`src/rtl/piso_tx.sv`:
```
// piso_tx: valid/ready parallel-in serial-out transmitter with a one-word holding buffer.
// Define PISO_TX_PARITY_EN to append an even-parity bit to every frame.
module piso_tx #(
  parameter int WIDTH     = 8,
  parameter bit MSB_FIRST = 1'b1
) (
  input  logic             clk,
  input  logic             rst,
  input  logic [WIDTH-1:0] p_in,
  input  logic             load_valid,
  output logic             load_ready,
  output logic             s_out,
  output logic             s_valid,
  output logic             done
);
`ifdef PISO_TX_PARITY_EN
  localparam int FRAME_LEN = WIDTH + 1;
`else
  localparam int FRAME_LEN = WIDTH;
`endif
  localparam int CW = $clog2(FRAME_LEN);
  typedef enum logic {IDLE, SHIFT} state_t;
  state_t               r_state, w_state_nx;
  logic [FRAME_LEN-1:0] r_frame, w_frame_nx, r_buf, w_buf_nx, w_fmt;
  logic [CW-1:0]        r_cnt, w_cnt_nx;
  logic                 r_full, w_full_nx, w_accept, w_last;
  logic [WIDTH-1:0]     w_ord;
  // Frames always leave from the top bit, so bit order is fixed once at load.
  for (genvar i = 0; i < WIDTH; i++) begin : g_ord
    assign w_ord[i] = MSB_FIRST ? p_in[i] : p_in[WIDTH-1-i];
  end
`ifdef PISO_TX_PARITY_EN
  assign w_fmt = {w_ord, ^p_in};
`else
  assign w_fmt = w_ord;
`endif
  assign w_accept   = load_valid & ~r_full;
  assign w_last     = (r_state == SHIFT) && (r_cnt == CW'(FRAME_LEN - 1));
  assign load_ready = ~r_full;
  assign s_valid    = (r_state == SHIFT);
  assign s_out      = s_valid & r_frame[FRAME_LEN-1];
  assign done       = w_last;
  always_comb begin
    w_state_nx = r_state;
    w_frame_nx = r_frame;
    w_buf_nx   = r_buf;
    w_full_nx  = r_full;
    w_cnt_nx   = r_cnt;
    if (r_state == SHIFT) begin
      w_frame_nx = r_frame << 1;
      w_cnt_nx   = r_cnt + CW'(1);
    end
    if (r_state == IDLE || w_last) begin
      w_cnt_nx   = '0;
      w_state_nx = (r_full || w_accept) ? SHIFT : IDLE;
      if (r_full) begin
        w_frame_nx = r_buf;
        w_full_nx  = 1'b0;
      end else if (w_accept) begin
        w_frame_nx = w_fmt;
      end
    end else if (w_accept) begin
      w_buf_nx  = w_fmt;
      w_full_nx = 1'b1;
    end
  end
  always_ff @(posedge clk or negedge rst) begin
    if (!rst) begin
      r_state <= IDLE;
      r_frame <= '0;
      r_buf   <= '0;
      r_full  <= 1'b0;
      r_cnt   <= '0;
    end else begin
      r_state <= w_state_nx;
      r_frame <= w_frame_nx;
      r_buf   <= w_buf_nx;
      r_full  <= w_full_nx;
      r_cnt   <= w_cnt_nx;
    end
  end
endmodule

```
`config.mk`:
```
export PLATFORM = sky130hd
export DESIGN_NAME = piso_tx
export DESIGN_NICKNAME = d
export VERILOG_FILES = /design/src/rtl/piso_tx.sv
export SDC_FILE = /design/constraint.sdc
export NUM_CORES = 1
export LEC_CHECK = 0
export ABC_CLOCK_PERIOD_IN_PS = 5550
export BUFFER_PORTS_ARGS = -buffer_cell sky130_fd_sc_hd__buf_4
export CAP_MARGIN = 30
export CORE_ASPECT_RATIO = 1.25
export CORE_MARGIN = 1.5
export CORE_UTILIZATION = 40
export DETAILED_ROUTE_END_ITERATION = 7
export REMOVE_ABC_BUFFERS = 1
export SKIP_LAST_GASP = 1
export SYNTH_ARGS = -nofsm -noshare
export SYNTH_HDL_FRONTEND = slang
export SYNTH_SLANG_ARGS = --single-unit
export TNS_END_PERCENT = 20
```
`constraint.sdc`:
```
create_clock -name clk -period 5.55 [get_ports clk]
set_input_delay 0.555 -clock clk [delete_from_list [all_inputs] [get_ports clk]]
set_output_delay 0.555 -clock clk [all_outputs]
set_load 0.05 [all_outputs]
```
**After elaboration in Yosys (flattened, before gate mapping)**

Index checks and enable logic that the tools add are counted.

- Flip-flop bits (word level): 21
- Input bits: 11
- Output and inout port bits: 4
- Logic and storage cells: 27

- Add/sub/neg operators: 1
- Equal/unequal tests: 1
- Multiplexer cells: 9
- Bitwise logic cells: 5
- Reductions and logical operators: 6

Operators with widths:

| operator | count |
|---|---|
| $mux W8 | 4 |
| $mux W3 | 2 |
| $reduce_bool A2 Y1 | 2 |
| $add A3 B1 Y3 const B | 1 |
| $eq A3 B3 Y1 const B | 1 |
| $mux W1 | 3 |
| $not A1 Y1 | 3 |
| $and A1 B1 Y1 | 2 |
| $logic_or A1 B1 Y1 | 2 |
| $reduce_and A2 Y1 | 1 |
| $logic_and A1 B1 Y1 | 1 |

**Longest topological paths before layout**

Gate-level depths: netlist of run 1.

- Depth after elaboration: 5
- Depth in mapped cells: 6
- Mapped depth without buffers: 5

**Worst setup path before layout of run 1**

No wires, ideal clock.

- Path type: register to output
- Start: reg r_state (netlist: s_valid)
- End: out s_out
- Arrival time: 1.448 ns
- Data required time: 4.995 ns
- Setup slack: 3.547 ns
- Cell stages (with the launch flop): 3
- Buffers on the path: 1
- Path through: dfrtp_1 -> clkbuf_1 -> and2_1

- Longest elaborated chain between the ends: 1

RTL lines:

| what | line | source |
|---|---|---|
| start: declaration | 23 | `state_t r_state, w_state_nx;` |
| start signal: assignment | 75 | `r_state <= w_state_nx;` |
| $and A1 B1 Y1 | 41 | `assign s_out = s_valid & r_frame[FRAME_LEN-1];` |
| end: declaration | 12 | `output logic s_out,` |

Every way passes these cells.

**Worst setup path in the final report of run 1**

- Start: reg r_cnt[0]
- End: out done

- Longest elaborated chain between the ends: 2

RTL lines:

| what | line | source |
|---|---|---|
| start: declaration | 25 | `logic [CW-1:0] r_cnt, w_cnt_nx;` |
| start signal: assignment | 79 | `r_cnt <= w_cnt_nx;` |
| $eq A3 B3 Y1 | 38 | `assign w_last = (r_state == SHIFT) && (r_cnt == CW'(FRAME_LEN - 1));` |
| $logic_and A1 B1 Y1 | 38 |  |
| end: declaration | 14 | `output logic done` |

Every way passes these cells.

==> results of run 1 <==
==> layout make-up <==
class	instances	area, um^2
clock buffer	4	26.3
tap	33	41.3
multi-input combinational	68	498
timing repair buffer	14	105
sequential	21	526
inverter	3	11.3
fill	232	1270
==> worst min path at each step <==
stage,depth (start not counted),startpoint,slack (ns),end
6_report,1,rst,0.11,r_buf[1]
5_1_grt,1,rst,0.11,r_frame[0]
4_1_cts,1,rst,0.11,r_frame[0]
3_5_place_dp,1,r_cnt[0],0.44,r_cnt[0]
3_3_place_gp,1,r_cnt[0],0.42,r_cnt[0]
2_1_floorplan,0,rst,0.26,r_buf[0]
==> metal layers <==
layer  up-vias  part of all wire (%)
met5         -                     0
met3         5                   3.2
met4         0                   2.3
met1       377                    47
li1        379                     -
met2        19                    48
==> metrics by stage <==
step	area, um^2	hold WS (ns)
5_1_grt	1210	0.109
3_5_place_dp	1180	0.440
4_1_cts	1210	0.108
3_3_place_gp	1180	0.418
2_1_floorplan	1030	0.259
6_report	1210	0.108
==> cells by family (layout without fill, tap and decap cells) <==
logic type      count (synthesis)  count (layout)
simple gates                   42              42
flops                          21              21
mux                            15              15
compound gates                  9               9
buf+inv                         9              21
fa+ha+maj                       2               2
==> sequential cells by signal, indices dropped and copies added (netlist names) <==
name / cells
r_buf: 8
r_frame: 8
r_cnt: 3
r_full: 1
s_valid: 1
==> power groups by stage <==
| stage | clock (mW) | combinational, mW | sequential [mW] |
|---|---|---|---|
| global route | 0.0861 | 0.252 | 0.270 |
| CTS | 0.0782 | 0.230 | 0.259 |
| finish | 0.0733 | 0.228 | 0.260 |
| floorplan | 0 | 0.172 | 0.251 |
| global placement | 0 | 0.221 | 0.261 |
| detailed placement | 0 | 0.229 | 0.263 |
==> Yosys cell counts <==
| master | number |
|---|---|
| dfrtp_1 | 21 |
| mux2_2 | 15 |
| nand3_1 | 14 |
| nand2_1 | 8 |
| nor2_1 | 8 |
| a31oi_1 | 6 |
| and4b_1 | 6 |
| buf_2 | 4 |
| inv_1 | 3 |
| and2_1 | 2 |
| clkbuf_1 | 2 |
| ha_1 | 2 |
| nand4_1 | 2 |
| a221oi_1 | 1 |
| nand2b_4 | 1 |
| nor3b_4 | 1 |
| o21ai_0 | 1 |
| o21ai_1 | 1 |
==> flow_summary.ini, run 1 <==
[status]
status = completed

[routing]
firstDrtPassIters = 4
detail-route-antenna-nets = 0
post-route-drc-count = 0
viasPerCell = 5.45
wire_per_inst_um = 15.2
drt-total-wl_mm = 2.18
num_vias = 780
drt_iter0_markers = 15

[floorplanning]
ios = 15
core_area_mm2 = 0.00248
initial_core_util_pct = 42.9
die_area_mm2 = 0.00298
rows = 20
dieWidth_um = 49.1
fp.dieH_um = 60.6

[critical_path]
critPathMaxStageDelay_ns = 0.41
end_kind = output port
cp_data_required_time_ns = 4.99
timing.critical_path.to = done
cp.depth = 4
cp_slowest_cell = dfrtp_1
cpMostUsedCell = ha_1
critPathBufInv = 1
r2r_cells = 5
cp.arrival_ns = 1.57
reg2reg_from = r_cnt[0]
cp_max_fo = 10
r2r_setup_slack_ns = 3.45
crit_type = reg -> out
cp_top_family = adder cells
reg2reg_to = r_buf[5]
worst_setup_path_start_kind = flop
crit_chain = ha_1 > ha_1 > and2_1 > buf_4
crit_path_start = r_cnt[0]

[timing]
tightest_slew_ns = 0.586
fin_crit_sh_pct = 38.3
finalSetupTns_ns = 0
setup_viol = 0
slew_headroom_pct = 61.0
finalMaxSlewViolations = 0
fin_skew_ns = 0.00116
rsz0062_at_grt = false
layout_min_cycle_time_ns = 2.13
fin_ws_ns = 3.42
clock.fmax_ghz = 0.470
hold_violations = 0

[clocking]
cts_tree = yes
cts_max_level = 1
ctsHoldBuffers = 0
cts_buffers = 3
cts.repair.resized = 0
clk_pin_slew_ns = 0.11
clock_sinks = 21
clk_path_buf_depth = 2
ctsRootBufferMaster = clkbuf_4
cts_setup_buffers = 0
clkLatencyLatePin_ns = 0.30

[grt]
met2_usage_pct = 29.5
busiest_layer = met2
grt_util_all_layers_pct = 17.7
grt_max_degree = 22
first_global_vias = 810
globalRouteOverflowTotal = 0
grtUsageMet3_pct = 1.48
grt_util_met1_pct = 23.1
antenna_found_initial = 0
grt_pass1_wl_mm = 3.91

[run]
maxCapViolations = 0

[power]
p_leak_nw = 0.561
comb_power_share_pct = 40.6
power_density_mw_per_mm2 = 464
pwr-share-seq_pct = 46.3
swShare_pct = 37.6
switchingPower_mw = 0.211
power_mw = 0.561
p_clk_share_pct = 13.1
p_int_mw = 0.350
ir_drop_v = 0.000321

[yosys]
yosysSeqAreaShare_pct = 49.5
synthMuxAreaShare_pct = 15.9
synth_area_mm2 = 0.00106
synth_compound_gate_area_share_pct = 5.30
synth_area_leaders = dfrtp_1, mux2_2, nand3_1
synth_top_family_by_area = simple AND/OR/NAND/NOR gates
yosysWarnings = 0
synthSimpleGateAreaFrac_pct = 23.3
synthXorXnorAreaFrac_pct = 0
netlist_instances = 98
synth_cell_types = 18
synthAdderAreaFrac_pct = 2.36
ys_ff_latch = 21
synth_top_cell_by_area = dfrtp_1
avgSynthCellArea_um2 = 10.8
synth_top_area_share_pct = 49.5

[placement]
dp_cells = 139
numPortBuffers = 14
place_ws_ns = 3.47
dpl.hpwl_mm = 1.50
gp_congestion = 0.801

[final_layout]
drive_above_1_share_pct = 30.9
nets = 124
layout_commonest_cell = dfrtp_1
final_cell_mix = dfrtp_1, mux2_2, nand3_1, buf_4
n_antenna_cell = 0
area_delta_synth_final_pct = 13.7
post-route-util_pct = 48.7
layout.cells.non_filler = 143

[hold_path]
hp-class = in -> async
Power figures use the tool's default switching activity.
==> run 2, diff against run 1 <==
ABC_CLOCK_PERIOD_IN_PS = 1900   (was 5550)
clock period = 1.9 ns   (was 5.55 ns; I/O delays follow)
==> flow_summary.ini, run 2 (synthesized netlist as in run 1, its figures left out) <==
[status]
status = completed

[grt]
antenna_found_initial = 0
globalRouteOverflowTotal = 0
grt_pass1_wl_mm = 3.64
grt_max_degree = 22
first_global_vias = 796
grt_util_all_layers_pct = 16.4

[final_layout]
nets = 131
final_cell_mix = dfrtp_1, buf_4, mux2_2, nand3_1
n_antenna_cell = 0
fillers = 236
reg_top3 = r_buf x8, r_frame x8, r_cnt x3
multiInputGateArea_um2 = 498
drive_above_1_share_pct = 34.2
layout_commonest_cell = dfrtp_1
post-route-util_pct = 51.0
fin_area_mm2 = 0.00126
area_delta_synth_final_pct = 18.8
register_area_um2 = 526

[timing]
fin_crit_sh_pct = 93.4
setup_viol = 0
finalSetupTns_ns = 0
fin_skew_ns = 0.00419
slew_headroom_pct = 63.3
rsz0062_at_grt = false
layout_min_cycle_time_ns = 1.77
clock.fmax_ghz = 0.564
tightest_slew_ns = 0.548
hold_violations = 0
finalMaxSlewViolations = 0

[placement]
numPortBuffers = 14
gp_congestion = 0.791
dpl.hpwl_mm = 1.50
place_area_mm2 = 0.00123

[floorplanning]
initial_core_util_pct = 42.9
ios = 15
fp.dieH_um = 60.6
dieWidth_um = 49.1
rows = 20
core_area_mm2 = 0.00248
die_area_mm2 = 0.00298

[power]
p_int_mw = 1.06
switchingPower_mw = 0.615
power_density_mw_per_mm2 = 1330
ir_drop_v = 0.000754
p_clk_share_pct = 12.7
swShare_pct = 36.8
comb_power_share_pct = 42.7
pwr-share-seq_pct = 44.6
p_leak_nw = 0.595

[critical_path]
cp_data_required_time_ns = 1.71
cp.arrival_ns = 1.58
worst_setup_path_start_kind = flop
cp_max_fo = 9
crit_chain = ha_1 > ha_1 > buf_4 > and2_1 > buf_4
end_kind = output port
cp_top_family = flip-flops
cp_slowest_cell = dfrtp_1
critPathMaxStageDelay_ns = 0.40
critPathBufInv = 2
crit_type = reg -> out

[clocking]
cts_max_level = 1
clock_sinks = 21
cts_setup_buffers = 0
clk_path_buf_depth = 2
ctsRootBufferMaster = clkbuf_4
cts_tree = yes
clkLatencyLatePin_ns = 0.30
clk_pin_slew_ns = 0.11
cts_buffers = 3

[routing]
top_layer_used = met4
post-route-drc-count = 0
detail-route-antenna-nets = 0
drt_iter0_markers = 20
wl_met1_um = 937
viasPerCell = 5.38
drt-total-wl_mm = 2.13
met2_length_mm = 1.08
firstDrtPassIters = 4
wire_per_inst_um = 14.2
num_vias = 807
met3_length_um = 82

[run]
maxCapViolations = 0

[hold_path]
hp-class = in -> reg
## run 2: cell count changes in the layout (fill, tap and decap cells not counted), sizes merged
| cell | change |
|---|---|
| dlygate4sd3 | +1 |
| buf | +6 |
## run 2: metrics by stage
stage | setup WS [ns] | power, mW | std cells | hold WS (ns)
6_report | 0.126 | 1.67 | 150 | 0.135
5_1_grt | 0.0489 | 1.80 | 150 | 0.124
4_1_cts | 0.110 | 1.69 | 150 | 0.120
3_5_place_dp | 0.183 | 1.48 | 145 | 0.0882
3_3_place_gp | 0.222 | 1.46 | 145 | 0.0910
2_1_floorplan | 0.0411 | 1.24 | 92 | -0.106
## run 2: power by group through the flow
stage                     Sequential [mW]  Clock [mW]  Combinational, mW
after detailed placement            0.758           0              0.719
after global placement              0.750           0              0.709
after floorplan                     0.734           0              0.503
final                               0.747       0.212              0.714
after CTS                           0.746       0.224              0.724
after global routing                0.770       0.238              0.795
## run 2: cell type report
| cell class | instances | area share (%) |
|---|---|---|
| inverters | 3 | 0.892 |
| clock buffers | 4 | 2.08 |
| flip-flops and latches | 21 | 41.6 |
| repair buffers | 21 | 12.7 |
| well taps | 33 | 3.27 |
| multi-input cells | 68 | 39.4 |
## run 2: path summary, 6_finish.rpt
kind,cells past startpoint,slack (ns),from,to
max,5,0.13,r_cnt[0],done
min in group asynchronous,2,0.30,rst,r_buf[0]
max in group asynchronous,2,1.39,rst,r_buf[2]
min reg2reg,1,0.45,r_cnt[0],r_cnt[0]
min,2,0.14,p_in[0],r_buf[0]
max reg2reg,6,0.18,r_cnt[0],r_buf[7]
## run 2: metal layers
metal  GRT usage [%]  vias to the layer above
met5               0                        -
met4            10.2                        0
met3            1.97                        2
met2            27.8                       18
met1            20.3                      394
li1                -                      393
## run 2: repair_timing
action	4_1_cts	5_1_grt
hold buffers	1	0
endpoints found under the hold margin	21	0
resized for setup	0	0
